[src/rtl/coin_score_tracker.sv]
// Purpose: per-frame Mario vs 3 coins + goomba collision scan with sticky flags and a saturating score; the goomba check exists only with GOOMBA_EN defined.
// Latency: edge in cycle N -> SCAN N+1..N+4 (one object per Clk), DONE N+5, idle from N+6; each award is visible the Clk after its SCAN cycle.
// Backpressure: none; a frame_clk edge arriving while busy is dropped, not queued.
module coin_score_tracker #(
  parameter int COIN_PTS   = 1,
  parameter int GOOMBA_PTS = 5,
  parameter int SCORE_MAX  = 999
) (
  input  logic       Clk,
  input  logic       Reset,
  input  logic       frame_clk,
  input  logic [9:0] BallX,
  input  logic [9:0] BallY,
  input  logic [9:0] Ball_size_X,
  input  logic [9:0] Ball_size_Y,
  input  logic [5:0] logx,
  input  logic       mario_falling,
  output logic       is_coin1_detect,
  output logic       is_coin2_detect,
  output logic       is_coin3_detect,
  output logic       is_goomba1_d1,
  output logic [9:0] score,
  output logic       mario_hit,
  output logic       busy
);

  typedef enum logic [1:0] {IDLE, SCAN, DONE} state_t;

  state_t     state, state_nxt;
  logic [1:0] idx, idx_nxt;
  logic       frame_clk_d;
  logic       frame_edge;
  logic       snap_en;

  // Snapshot of Mario's box, held for the whole scan so a mid-scan input change cannot split a frame.
  logic [11:0] snap_wx;
  logic [11:0] snap_sx;
  logic [11:0] snap_y;
  logic [11:0] snap_sy;

  // Mario box edges (12 bits so the right/bottom sums never wrap) and current object box.
  logic [11:0] m_l, m_r, m_t, m_b;
  logic [11:0] o_l, o_r, o_t, o_b;
  logic        hit;

  assign frame_edge = frame_clk & ~frame_clk_d;
  assign busy       = (state != IDLE);

  function automatic logic [9:0] sat_add(input logic [9:0] s, input int pts);
    int sum;
    sum = int'({22'd0, s}) + pts;
    if (sum > SCORE_MAX) sat_add = 10'(SCORE_MAX);
    else                 sat_add = 10'(sum);
  endfunction

  // Frame strobe delay register for rising-edge detection.
  always_ff @(posedge Clk) begin
    if (Reset) frame_clk_d <= 1'b0;
    else       frame_clk_d <= frame_clk;
  end

  // Scan state register and object index.
  always_ff @(posedge Clk) begin
    if (Reset) begin
      state <= IDLE;
      idx   <= 2'd0;
    end else begin
      state <= state_nxt;
      idx   <= idx_nxt;
    end
  end

  // Next-state: IDLE waits for an edge, SCAN walks idx 0..3, DONE returns to IDLE.
  always_comb begin
    state_nxt = state;
    idx_nxt   = idx;
    snap_en   = 1'b0;
    case (state)
      IDLE: begin
        if (frame_edge) begin
          state_nxt = SCAN;
          idx_nxt   = 2'd0;
          snap_en   = 1'b1;
        end
      end
      SCAN: begin
        if (idx == 2'd3) state_nxt = DONE;
        else             idx_nxt   = idx + 2'd1;
      end
      DONE:    state_nxt = IDLE;
      default: state_nxt = IDLE;
    endcase
  end

  // Latch Mario's position in world X (screen X plus scroll) at scan start.
  always_ff @(posedge Clk) begin
    if (Reset) begin
      snap_wx <= 12'd0;
      snap_sx <= 12'd0;
      snap_y  <= 12'd0;
      snap_sy <= 12'd0;
    end else if (snap_en) begin
      snap_wx <= {2'd0, BallX} + {6'd0, logx};
      snap_sx <= {2'd0, Ball_size_X};
      snap_y  <= {2'd0, BallY};
      snap_sy <= {2'd0, Ball_size_Y};
    end
  end

  // Mario box edges; left/top clamp to 0 rather than wrapping when the half-extent exceeds the centre.
  always_comb begin
    m_l = (snap_wx >= snap_sx) ? (snap_wx - snap_sx) : 12'd0;
    m_r = snap_wx + snap_sx;
    m_t = (snap_y >= snap_sy) ? (snap_y - snap_sy) : 12'd0;
    m_b = snap_y + snap_sy;
  end

  // Object box selected by scan index (world X, screen Y, exclusive bounds).
  always_comb begin
    o_l = 12'd0;
    o_r = 12'd0;
    o_t = 12'd0;
    o_b = 12'd0;
    case (idx)
      2'd0: begin o_l = 12'd230; o_r = 12'd245; o_t = 12'd278; o_b = 12'd298; end
      2'd1: begin o_l = 12'd260; o_r = 12'd275; o_t = 12'd278; o_b = 12'd298; end
      2'd2: begin o_l = 12'd140; o_r = 12'd155; o_t = 12'd378; o_b = 12'd398; end
      default: begin o_l = 12'd400; o_r = 12'd430; o_t = 12'd375; o_b = 12'd410; end
    endcase
  end

  // Strict overlap: boxes that only touch along an edge do not collide.
  assign hit = (state == SCAN) && (m_l < o_r) && (m_r > o_l) && (m_t < o_b) && (m_b > o_t);

`ifdef GOOMBA_EN
  logic snap_fall;

  // Direction of travel is captured with the position so stomp vs side hit matches the scanned frame.
  always_ff @(posedge Clk) begin
    if (Reset)        snap_fall <= 1'b0;
    else if (snap_en) snap_fall <= mario_falling;
  end

  // Goomba: stomp while falling defeats it, any other contact pulses mario_hit once.
  always_ff @(posedge Clk) begin
    if (Reset) begin
      is_goomba1_d1 <= 1'b0;
      mario_hit     <= 1'b0;
    end else begin
      mario_hit <= 1'b0;
      if (hit && idx == 2'd3 && !is_goomba1_d1) begin
        if (snap_fall) is_goomba1_d1 <= 1'b1;
        else           mario_hit     <= 1'b1;
      end
    end
  end
`else
  // idx3 still takes its SCAN cycle, but nothing is checked there.
  logic unused_fall;
  assign unused_fall   = mario_falling;
  assign is_goomba1_d1 = 1'b0;
  assign mario_hit     = 1'b0;
`endif

  // Coin flags and score; at most one object awards per Clk so a single adder suffices.
  always_ff @(posedge Clk) begin
    if (Reset) begin
      is_coin1_detect <= 1'b0;
      is_coin2_detect <= 1'b0;
      is_coin3_detect <= 1'b0;
      score           <= 10'd0;
    end else if (hit) begin
      case (idx)
        2'd0: if (!is_coin1_detect) begin
          is_coin1_detect <= 1'b1;
          score           <= sat_add(score, COIN_PTS);
        end
        2'd1: if (!is_coin2_detect) begin
          is_coin2_detect <= 1'b1;
          score           <= sat_add(score, COIN_PTS);
        end
        2'd2: if (!is_coin3_detect) begin
          is_coin3_detect <= 1'b1;
          score           <= sat_add(score, COIN_PTS);
        end
        default: begin
`ifdef GOOMBA_EN
          if (!is_goomba1_d1 && snap_fall) score <= sat_add(score, GOOMBA_PTS);
`endif
        end
      endcase
    end
  end

endmodule

[config.mk]
export PLATFORM = sky130hd
export DESIGN_NAME = coin_score_tracker
export DESIGN_NICKNAME = d
export VERILOG_FILES = /design/src/rtl/coin_score_tracker.sv
export SDC_FILE = /design/constraint.sdc
export NUM_CORES = 1
export LEC_CHECK = 0
export CELL_PAD_IN_SITES_DETAIL_PLACEMENT = 1
export CELL_PAD_IN_SITES_GLOBAL_PLACEMENT = 1
export CORE_UTILIZATION = 43
export DETAILED_ROUTE_END_ITERATION = 10
export MAX_ROUTING_LAYER = met4
export PLACE_DENSITY_LB_ADDON = 0.1
export SLEW_MARGIN = 20
export SYNTH_ARGS = -nofsm -noshare
export SYNTH_HDL_FRONTEND = slang
export SYNTH_SLANG_ARGS = --single-unit
[constraint.sdc]
create_clock -name Clk -period 5.3 [get_ports Clk]
set_input_delay 1.325 -clock Clk [delete_from_list [all_inputs] [get_ports Clk]]
set_output_delay 1.325 -clock Clk [all_outputs]
set_load 0.05 [all_outputs]
==> flow_metrics.py <==
metrics = {
    "outcome": {
        "status": "complete, no violations",
    },
    "flow_run": {
        "drv_cap": 0,
    },
    "clock_tree": {
        "cts_tree": "yes",
        "cts_resized": 0,
        "postCtsHoldBufs": 0,
        "clock_latency_ps": 340,
        "cts_made_buffers": 9,
        "post_cts_buffers": 0,
        "htree_levels": 3,
        "clk_path_buf_depth": 2,
        "cts_root_buffer": "clkbuf_16",
        "clkSinkCount": 59,
        "path_clk_slew_ps": 50,
    },
    "sta": {
        "fin_setup_tns_ps": 0,
        "timing.final.crit_share_pct": 81.8,
        "finalHoldViolCount": 0,
        "slew_viol_final": 0,
        "fmax_mhz": 231,
        "fin_skew_ps": 7.70,
        "finalCriticalPeriod_ps": 4340,
        "setup_viol": 0,
        "relSlewSlack_pct": 43.8,
        "rsz0062_at_grt": "false",
        "worst_pin_slew_ps": 844,
    },
    "worst_hold_path": {
        "hold_class": "reg -> reg",
    },
    "route": {
        "firstDrtPassIters": 5,
        "drcViolationCount": 0,
        "viasPerCell": 5.47,
        "num_vias": 4978,
        "ant_nets": 0,
        "drt_iter0_drc": 171,
        "avgRoutedWirePerCell_um": 15.8,
        "drt-total-wl_mm": 14.4,
    },
    "placement": {
        "place_congestion": 0.867,
        "place_area_sq_um": 6120,
        "place_inst": 896,
        "io_buffer_count": 62,
        "hpwl_mm": 11.2,
    },
    "final_layout": {
        "syn_to_final_growth_pct": 16.1,
        "final_area_sq_um": 6390,
        "nets": 872,
        "drive_above_1_share_pct": 8.22,
        "num_antenna_cells": 0,
        "layout.cells.non_filler": 910,
    },
    "synthesis": {
        "synth_edf_count": 0,
        "synthesis.instances": 699,
        "syn_area_sq_um": 5500,
        "ys_seq_area_share_pct": 21.5,
        "synth_warnings": 0,
        "ys_ff_latch": 59,
        "synth.distinct_cells": 82,
        "synth_ff_type": "dfxtp_1",
        "async_flop_share_pct": 0,
        "syn_avg_cell_area_sq_um": 7.87,
    },
    "floorplan": {
        "die_area_sq_um": 13300,
        "die_h_um": 115,
        "ioPinCount": 66,
        "core_sq_um": 12300,
        "die_x_um": 115,
        "start_util_pct": 44.9,
        "rows": 40,
    },
    "pwr": {
        "powerDensity_nw_per_um2": 260,
        "peakVddDrop_uv": 159,
        "p_leak_nw": 2.60,
    },
    "global_routing": {
        "grt_pass1_wl_mm": 24.1,
        "grt_overflow": 0,
        "grt_max_degree": 60,
        "first_global_vias": 5037,
        "track_usage_pct": 24.0,
        "antenna_found_initial": 0,
    },
    "critical_path": {
        "r2r_slack_ps": 960,
        "cp.required_ps": 5490,
        "critical_path_class": "reg -> reg",
        "path_max_fanout": 14,
        "critPathLaunchType": "register",
        "endpoint_kind": "register",
        "arrival_ps": 4530,
    },
}
cells by family (layout without fill, tap and decap cells):
family,Yosys count,in the layout,share of synthesized area [%]
compound gates,180,180,22.3
simple gates,260,260,23.9
buf+inv,84,126,7.46
flops,59,59,21.5
other cells,1,2,0.0682
xor+xnor,29,29,4.62
fa+ha+maj,83,83,19.6
mux,3,3,0.569
power breakdown:
part | internal [mW] | switching (mW)
combinational | 0.272 | 0.361
clock | 0.333 | 0.205
sequential | 0.467 | 0.0224
per-layer routing:
metal  track usage (%)  vias up  wire (um)
li1                  -     2524          -
met1              30.2     2347       7160
met2              38.6       89       6570
met3              3.00       18        381
met4              9.96        0        276
met5                 -        -          0
sequential cells by signal, indices dropped and copies added (netlist names):
register and flops:
snap_wx 11, snap_sy 10, state 2, is_coin2_detect 1
frame_clk_d 1, idx 2, snap_y 10, is_coin3_detect 1
snap_sx 10, is_coin1_detect 1, score 10
stage by stage:
stage,power [mW],hold slack (ps),utilization [%],setup WS [ps]
finish,1.66,471,52.1,962
global route,1.77,491,52.1,519
CTS,1.68,477,52.1,898
detailed placement,1.13,471,49.9,933
global placement,1.10,463,49.9,1030
floorplan,0.989,453,-,1550
cells in the mapped netlist (all sizes together) (5+ instances only):
master | instances | area share [%]
inv | 49 | 3.3
nand2 | 96 | 6.6
buf | 24 | 3.4
a211oi | 16 | 2.5
o21a | 9 | 1.3
nand3 | 13 | 1.3
a31oi | 15 | 1.8
nor2 | 67 | 4.6
o21ai | 17 | 1.5
fa | 5 | 1.8
ha | 78 | 18
nand4 | 10 | 1.4
dfxtp | 59 | 21
clkbuf | 11 | 0.75
xor2 | 10 | 1.6
and3 | 7 | 0.98
or3 | 5 | 0.57
xnor2 | 19 | 3.0
nor3 | 15 | 1.5
a21oi | 74 | 7.0
nor2b | 11 | 1.3
nand2b | 10 | 1.3
a21o | 11 | 1.5
layout make-up:
class | instances | area [sq um]
Clock buffer | 11 | 253
Clock inverter | 3 | 15.0
Fill cell | 1533 | 5870
Inverter | 49 | 184
Multi-Input combinational cell | 557 | 3920
Sequential cell | 59 | 1180
Tap cell | 168 | 210
Timing Repair Buffer | 63 | 626
path summary, 6_finish.rpt:
check             depth (start not counted)                 endpoint               startpoint
setup / recovery                         19    score[7]$_SDFFE_PP0P_  snap_sy[2]$_SDFFE_PP0P_
hold / removal                            2  snap_sy[9]$_SDFFE_PP0P_  snap_sy[9]$_SDFFE_PP0P_
setup reg to reg                         19    score[7]$_SDFFE_PP0P_  snap_sy[2]$_SDFFE_PP0P_
hold reg to reg                           2  snap_sy[9]$_SDFFE_PP0P_  snap_sy[9]$_SDFFE_PP0P_
placed cells by master (no fill, tap or decap), types with 5 or more instances in the layout:
cell,instances
a211oi_1,12
a21o_1,11
a21oi_1,70
a31oi_1,14
and3_1,5
clkbuf_16,9
clkdlybuf4s50_1,61
dfxtp_1,59
fa_1,5
ha_1,78
inv_1,49
nand2_1,96
nand2b_1,9
nand3_1,12
nand4_1,8
nor2_1,66
nor2b_1,11
nor3_1,13
o21a_1,7
o21ai_0,14
or3_1,5
xnor2_1,19
xor2_1,10
worst max-delay path: stages, from the launching register on:
cell and delay (ps):
dfxtp_1 350, inv_1 50, ha_1 450, o21ai_1 220
a21oi_2 70, o21ai_1 190, nand2_1 110, a21o_1 180
a21oi_1 180, xor2_1 170, nor2_1 60, ha_1 190
a2111oi_0 350, nand4b_1 140, a21oi_1 160, or4_4 160
o31ai_4 80, nor4_4 600, and3_4 370, a311oi_1 100
(Power assumes the default switching activity.)
